<file path="src/rtl/intersection_scheduler_pkg.sv">
// Shared definitions for the intersection scheduler.
// Holds the 3-bit light codes and the 2-bit phase codes used by the scheduler.
// Any other stoplight controller can reuse the same encodings.
// It also provides a small helper that sizes the phase counter.
package intersection_scheduler_pkg;

    // Light codes: bit0 red, bit1 yellow, bit2 green
    localparam logic [2:0] RED = 3'b001;
    localparam logic [2:0] YLW = 3'b010;
    localparam logic [2:0] GRN = 3'b100;

    // Phase codes; 2'b11 is unused and is treated as a fault to recover from
    typedef enum logic [1:0] {
        PH_GREEN  = 2'b00,
        PH_YELLOW = 2'b01,
        PH_ALLRED = 2'b10
    } phase_t;

    // Largest of three phase lengths; the counter must be able to hold it
    function automatic int max3(input int a, input int b, input int c);
        int m;
        m = (a > b) ? a : b;
        return (m > c) ? m : c;
    endfunction

endpackage

</file>
<file path="src/rtl/intersection_scheduler_rr_pick.sv">
// Round-robin picker (combinational).
// It returns the first requester after the current holder, in wrap order.
// It works in three steps. First it rotates the request vector so that the slot after cur lands at bit 0.
// Then it priority-encodes the lowest set bit.
// Finally it rotates the result back to the original positions.
// Ports:
//   req  in  N  candidate requests
//   cur  in  N  one-hot current holder (all-zero means search from 0)
//   pick out N  one-hot winner, all-zero when req is empty
module intersection_scheduler_rr_pick #(
    parameter int N = 4
) (
    input  logic [N-1:0] req,
    input  logic [N-1:0] cur,
    output logic [N-1:0] pick
);

    logic [N-1:0] rot;
    logic [N-1:0] pe;
    logic [N:0]   found;
    int           start;

    // Rotation amount: the slot after the current holder becomes bit 0
    always_comb begin
        start = 0;
        for (int i = 0; i < N; i++) begin
            if (cur[i]) start = (i + 1) % N;
        end
    end

    always_comb begin
        rot = '0;
        for (int j = 0; j < N; j++) begin
            for (int i = 0; i < N; i++) begin
                if (i == (j + start) % N) rot[j] = req[i];
            end
        end
    end

    // Lowest-set-bit priority encoder as a ripple of "already found" flags
    assign found[0] = 1'b0;
    generate
        for (genvar gi = 0; gi < N; gi++) begin : g_pe
            assign pe[gi]        = rot[gi] & ~found[gi];
            assign found[gi + 1] = found[gi] | rot[gi];
        end
    endgenerate

    always_comb begin
        pick = '0;
        for (int j = 0; j < N; j++) begin
            for (int i = 0; i < N; i++) begin
                if (i == (j + start) % N) pick[i] = pe[j];
            end
        end
    end

endmodule

</file>
<file path="src/rtl/intersection_scheduler.sv">
// Round-robin right-of-way scheduler for a multi-approach intersection.
// It sequences GREEN -> YELLOW -> ALL_RED -> next GREEN.
// Every phase is timed in units of the slow tick strobe.
// Ports:
//   clk     in  1          system clock
//   rst     in  1          asynchronous active-high reset (home green)
//   tick    in  1          one-clk phase timer enable
//   req     in  NUM_APP    level request per approach
//   lights  out 3*NUM_APP  lights[3*i+:3] for approach i (bit0 R, bit1 Y, bit2 G)
//   grant   out NUM_APP    one-hot current / last green approach
//   phase   out 2          00 GREEN, 01 YELLOW, 10 ALL_RED
//   pending out NUM_APP    latched unserved requests
module intersection_scheduler
    import intersection_scheduler_pkg::*;
#(
    parameter int NUM_APP      = 4,
    parameter int MIN_GREEN    = 3,
    parameter int MAX_GREEN    = 6,
    parameter int YELLOW_TICKS = 1,
    parameter int ALLRED_TICKS = 1
) (
    input  logic                   clk,
    input  logic                   rst,
    input  logic                   tick,
    input  logic [NUM_APP-1:0]     req,
    output logic [3*NUM_APP-1:0]   lights,
    output logic [NUM_APP-1:0]     grant,
    output logic [1:0]             phase,
    output logic [NUM_APP-1:0]     pending
);

    localparam int CNT_TOP = max3(MAX_GREEN, YELLOW_TICKS, ALLRED_TICKS);
    localparam int CW      = $clog2(CNT_TOP + 1);

    phase_t               phase_reg, phase_next;
    logic [CW-1:0]        cnt_reg, cnt_next;
    logic [NUM_APP-1:0]   grant_reg, grant_next;
    logic [NUM_APP-1:0]   pending_reg, pending_next;

    logic [CW-1:0]        cnt_inc;
    logic [CW-1:0]        green_c;
    logic                 other;
    logic                 own_req;
    logic                 in_green;
    logic [NUM_APP-1:0]   pick;

    intersection_scheduler_rr_pick #(
        .N (NUM_APP)
    ) u_rr_pick (
        .req  (pending_reg),
        .cur  (grant_reg),
        .pick (pick)
    );

    assign in_green = (phase_reg == PH_GREEN);
    assign cnt_inc  = cnt_reg + CW'(1);
    // The green count saturates so that a long solo green cannot wrap the counter
    assign green_c  = (cnt_reg >= CW'(MAX_GREEN)) ? CW'(MAX_GREEN) : cnt_inc;
    assign other    = |(pending_reg & ~grant_reg);
    assign own_req  = |(req & grant_reg);

    always_ff @(posedge clk or posedge rst) begin
        if (rst) begin
            phase_reg   <= PH_GREEN;
            cnt_reg     <= '0;
            grant_reg   <= NUM_APP'(1);
            pending_reg <= '0;
        end else begin
            phase_reg   <= phase_next;
            cnt_reg     <= cnt_next;
            grant_reg   <= grant_next;
            pending_reg <= pending_next;
        end
    end

    always_comb begin
        phase_next   = phase_reg;
        cnt_next     = cnt_reg;
        grant_next   = grant_reg;
        // The approach that is showing green absorbs its own request instead of latching it
        pending_next = pending_reg | (req & ~(grant_reg & {NUM_APP{in_green}}));

        case (phase_reg)
            PH_GREEN: begin
                if (tick) begin
                    if (green_c >= CW'(MIN_GREEN) && other &&
                        (!own_req || green_c >= CW'(MAX_GREEN))) begin
                        phase_next = PH_YELLOW;
                        cnt_next   = '0;
                    end else begin
                        cnt_next   = green_c;
                    end
                end
            end
            PH_YELLOW: begin
                if (tick) begin
                    if (cnt_inc == CW'(YELLOW_TICKS)) begin
                        phase_next = PH_ALLRED;
                        cnt_next   = '0;
                    end else begin
                        cnt_next   = cnt_inc;
                    end
                end
            end
            PH_ALLRED: begin
                if (tick) begin
                    if (cnt_inc == CW'(ALLRED_TICKS)) begin
                        phase_next   = PH_GREEN;
                        cnt_next     = '0;
                        grant_next   = pick;
                        // A request from the new green approach in this very cycle is dropped
                        pending_next = pending_next & ~pick;
                    end else begin
                        cnt_next     = cnt_inc;
                    end
                end
            end
            default: begin
                // Corrupted phase encoding: clear the junction, then resume normally
                phase_next = PH_ALLRED;
                cnt_next   = '0;
            end
        endcase
    end

    assign grant   = grant_reg;
    assign phase   = phase_reg;
    assign pending = pending_reg;

    generate
        for (genvar gi = 0; gi < NUM_APP; gi++) begin : g_lights
            assign lights[3*gi +: 3] =
                (grant_reg[gi] && phase_reg == PH_GREEN)  ? GRN :
                (grant_reg[gi] && phase_reg == PH_YELLOW) ? YLW : RED;
        end
    endgenerate

endmodule

</file>
<file path="config.mk">
export PLATFORM = sky130hd
export DESIGN_NAME = intersection_scheduler
export DESIGN_NICKNAME = d
export VERILOG_FILES = /design/src/rtl/intersection_scheduler_pkg.sv /design/src/rtl/intersection_scheduler_rr_pick.sv /design/src/rtl/intersection_scheduler.sv
export SDC_FILE = /design/constraint.sdc
export NUM_CORES = 1
export LEC_CHECK = 0
export BUFFER_PORTS_ARGS = -buffer_cell sky130_fd_sc_hd__buf_2
export CAP_MARGIN = 10
export CORE_ASPECT_RATIO = 1.1
export CORE_MARGIN = 2
export CORE_UTILIZATION = 25
export CTS_BUF_LIST = sky130_fd_sc_hd__clkbuf_8
export DETAILED_ROUTE_END_ITERATION = 16
export PLACE_DENSITY = 0.41
export SETUP_SLACK_MARGIN = 0.3
export SLEW_MARGIN = 0
export SYNTH_ARGS = -nofsm -noshare
export SYNTH_HDL_FRONTEND = slang
export SYNTH_SLANG_ARGS = --single-unit
</file>
<file path="constraint.sdc">
create_clock -name clk -period 3.1 [get_ports clk]
set_input_delay 0.62 -clock clk [delete_from_list [all_inputs] [get_ports clk]]
set_output_delay 0.62 -clock clk [all_outputs]
set_load 0.05 [all_outputs]
</file>
==> results.yml <==
run_status:
  status: "complete, no violations"
sta:
  rsz0062_at_grt: "no"
  max_freq_mhz: 418
  min_period_ns: 2.39
  drv_slew: 0
  hold_viol_final: 0
  relSlewSlack: 0.482
  tightest_slew_ns: 0.776
  finClkSkew_ns: 0.00442
  holdWs_ns: 0.407
  min_period_over_period: 0.771
  setup_viol: 0
  tns_ns: 0
clock_tree:
  clk_pin_slew_ns: 0.06
  tritoncts: "yes"
  post_cts_resized: 0
  cts_buffers: 3
  postCtsSetupRepairBufs: 0
  htree_levels: 1
  cts_root_buffer: "clkbuf_8"
  clock_latency_ns: 0.24
  cts_buffer_depth: 2
  hold_buffers: 0
  cts_sinks: 13
routing:
  finalWirelength_um: 3670
  first_pass_iters: 4
  dr_total_vias: 1321
  drc: 0
  vias_per_cell: 5.28
  drt_iter0_markers: 109
  routedWlPerCell_um: 14.7
  route.antenna.remaining_nets: 0
floorplan:
  rows: 27
  start_util: 0.260
  die_w_um: 72.7
  dieArea_um2: 5790
  coreArea_um2: 5000
  ios: 29
  die_h_um: 79.6
setup_path:
  crit_required_ns: 2.48
  crit_family: "flip-flops"
  path_buf_inv: 2
  critPathArrivalTime_ns: 1.77
  critical_path.max_fanout: 14
  path_class: "reg2out"
  critPathMaxStageDelay_ns: 0.42
  cp-start-kind: "register"
  r2r_cells: 6
  end_kind: "primary output"
  crit_cells: 5
  slowest_stage: "dfrtp_1"
  cp_cell_sequence: "inv_1 -> ha_1 -> nor2b_1 -> and2_1 -> buf_2"
power:
  p_per_area_nw_per_um2: 1230
  total_power_mw: 1.85
  p_leak_nw: 0.737
  worst_ir_drop_vdd_mv: 0.392
final_layout:
  drive_above_1_share: 0.214
  area_growth_pct: 15.3
  final_cell_mix: "buf_2 (28), inv_1 (18), nand2_1 (17), nor2_1 (15)"
  fillers: 579
  ff_latch_area_um2: 327
  num_antenna_cells: 0
  fin_cells: 250
  multi_input_area_um2: 850
  layout_commonest_cell: "buf_2"
  nets: 207
placed_design:
  place_hpwl_um: 2780
  routabilityCongestion: 0.780
  dp.cells: 246
  portBuffers: 28
global_route:
  antenna_found_initial: 0
  grt_pass1_wl_um: 5990
  overflow: 0
  grt_max_degree: 25
  grt_pass1_vias: 1273
  grt_usage: 0.130
synth:
  yosysUniqueCellTypes: 46
  avgSynthCellArea_um2: 7.68
  synth-seq-area-share: 0.251
  synth_flop_cell: "dfrtp_1"
  syn_inst: 169
  async_reset_ff_frac: 1.00
  synth_edf_count: 0
  netlist_area_um2: 1300
  synth-warning-count: 0
  ys_ff_latch: 13
  synth_fp_nets: 183
run:
  cap_violations: 0
hold_path:
  hp-class: "in2async"
metal layers:
layer / vias up / track usage / part of all wire
met2: 27 / 0.224 / 0.51
met4: 0 / 0.0389 / 0.012
li1: 648 / - / -
met5: - / 0 / 0
met3: 5 / 0.0227 / 0.032
met1: 641 / 0.163 / 0.44
area by class of cell:
type / instances / share of cell area
Inverter: 17 / 0.0426
Tap cell: 58 / 0.0485
Clock inverter: 1 / 0.00251
Sequential cell: 13 / 0.218
Multi-Input combinational cell: 130 / 0.567
Timing Repair Buffer: 28 / 0.0936
Clock buffer: 3 / 0.0276
synth_stat cells (all sizes together) (2+ instances only):
cell type,instances,area share
inv,17,0.049
o221a,2,0.017
o31ai,3,0.017
nand2b,4,0.019
dfrtp,12,0.23
a21oi,14,0.054
nor3,4,0.015
ha,7,0.067
a31oi,3,0.014
o22ai,2,0.0096
nor4b,3,0.037
a22oi,2,0.012
buf,8,0.042
nor2b,6,0.029
nor4,3,0.014
or2,2,0.0096
nand2,17,0.049
nor2,15,0.043
a21o,5,0.029
o21ai,15,0.058
a22o,2,0.020
and2,5,0.024
a221oi,3,0.025
through the flow:
stage	utilization	setup WS [ns]	instance area [µm²]
finish	0.300	0.709	1500
detailed placement	0.291	0.809	1450
CTS	0.300	0.698	1500
floorplan	-	0.128	1300
global route	0.300	0.564	1500
global placement	0.291	0.867	1450
worst paths after layout:
| kind | slack, ns | to | from |
|---|---|---|---|
| max in group asynchronous | 2.32 | grant[0] | rst |
| hold / removal | 0.41 | cnt_reg[0] | rst |
| min in group clk | 0.60 | cnt_reg[0] | cnt_reg[0] |
| setup / recovery | 0.71 | lights[7] | phase[0] |
| setup reg to reg | 0.78 | pending[2] | grant[2] |
| hold reg to reg | 0.60 | cnt_reg[0] | cnt_reg[0] |
logic make-up (layout without fill, tap and decap cells):
logic type | after synthesis | in the layout | share of synthesized area
buffers and inverters | 26 | 49 | 0.0944
AND/OR/NAND/NOR | 61 | 61 | 0.251
AO/OA/AOI/OAI | 60 | 60 | 0.320
multiplexers | 1 | 1 | 0.00867
XOR/XNOR | 1 | 1 | 0.00674
adder cells (fa/ha/maj) | 7 | 7 | 0.0674
flip-flops | 13 | 13 | 0.251
power breakdown:
| part | leakage [nW] | internal [mW] | switching (mW) |
|---|---|---|---|
| Sequential | 0.151 | 0.237 | 0.192 |
| Clock | 0.0269 | 0.0875 | 0.0628 |
| Combinational | 0.559 | 0.431 | 0.835 |
Note: power is estimated with default switching activity, not from simulation.
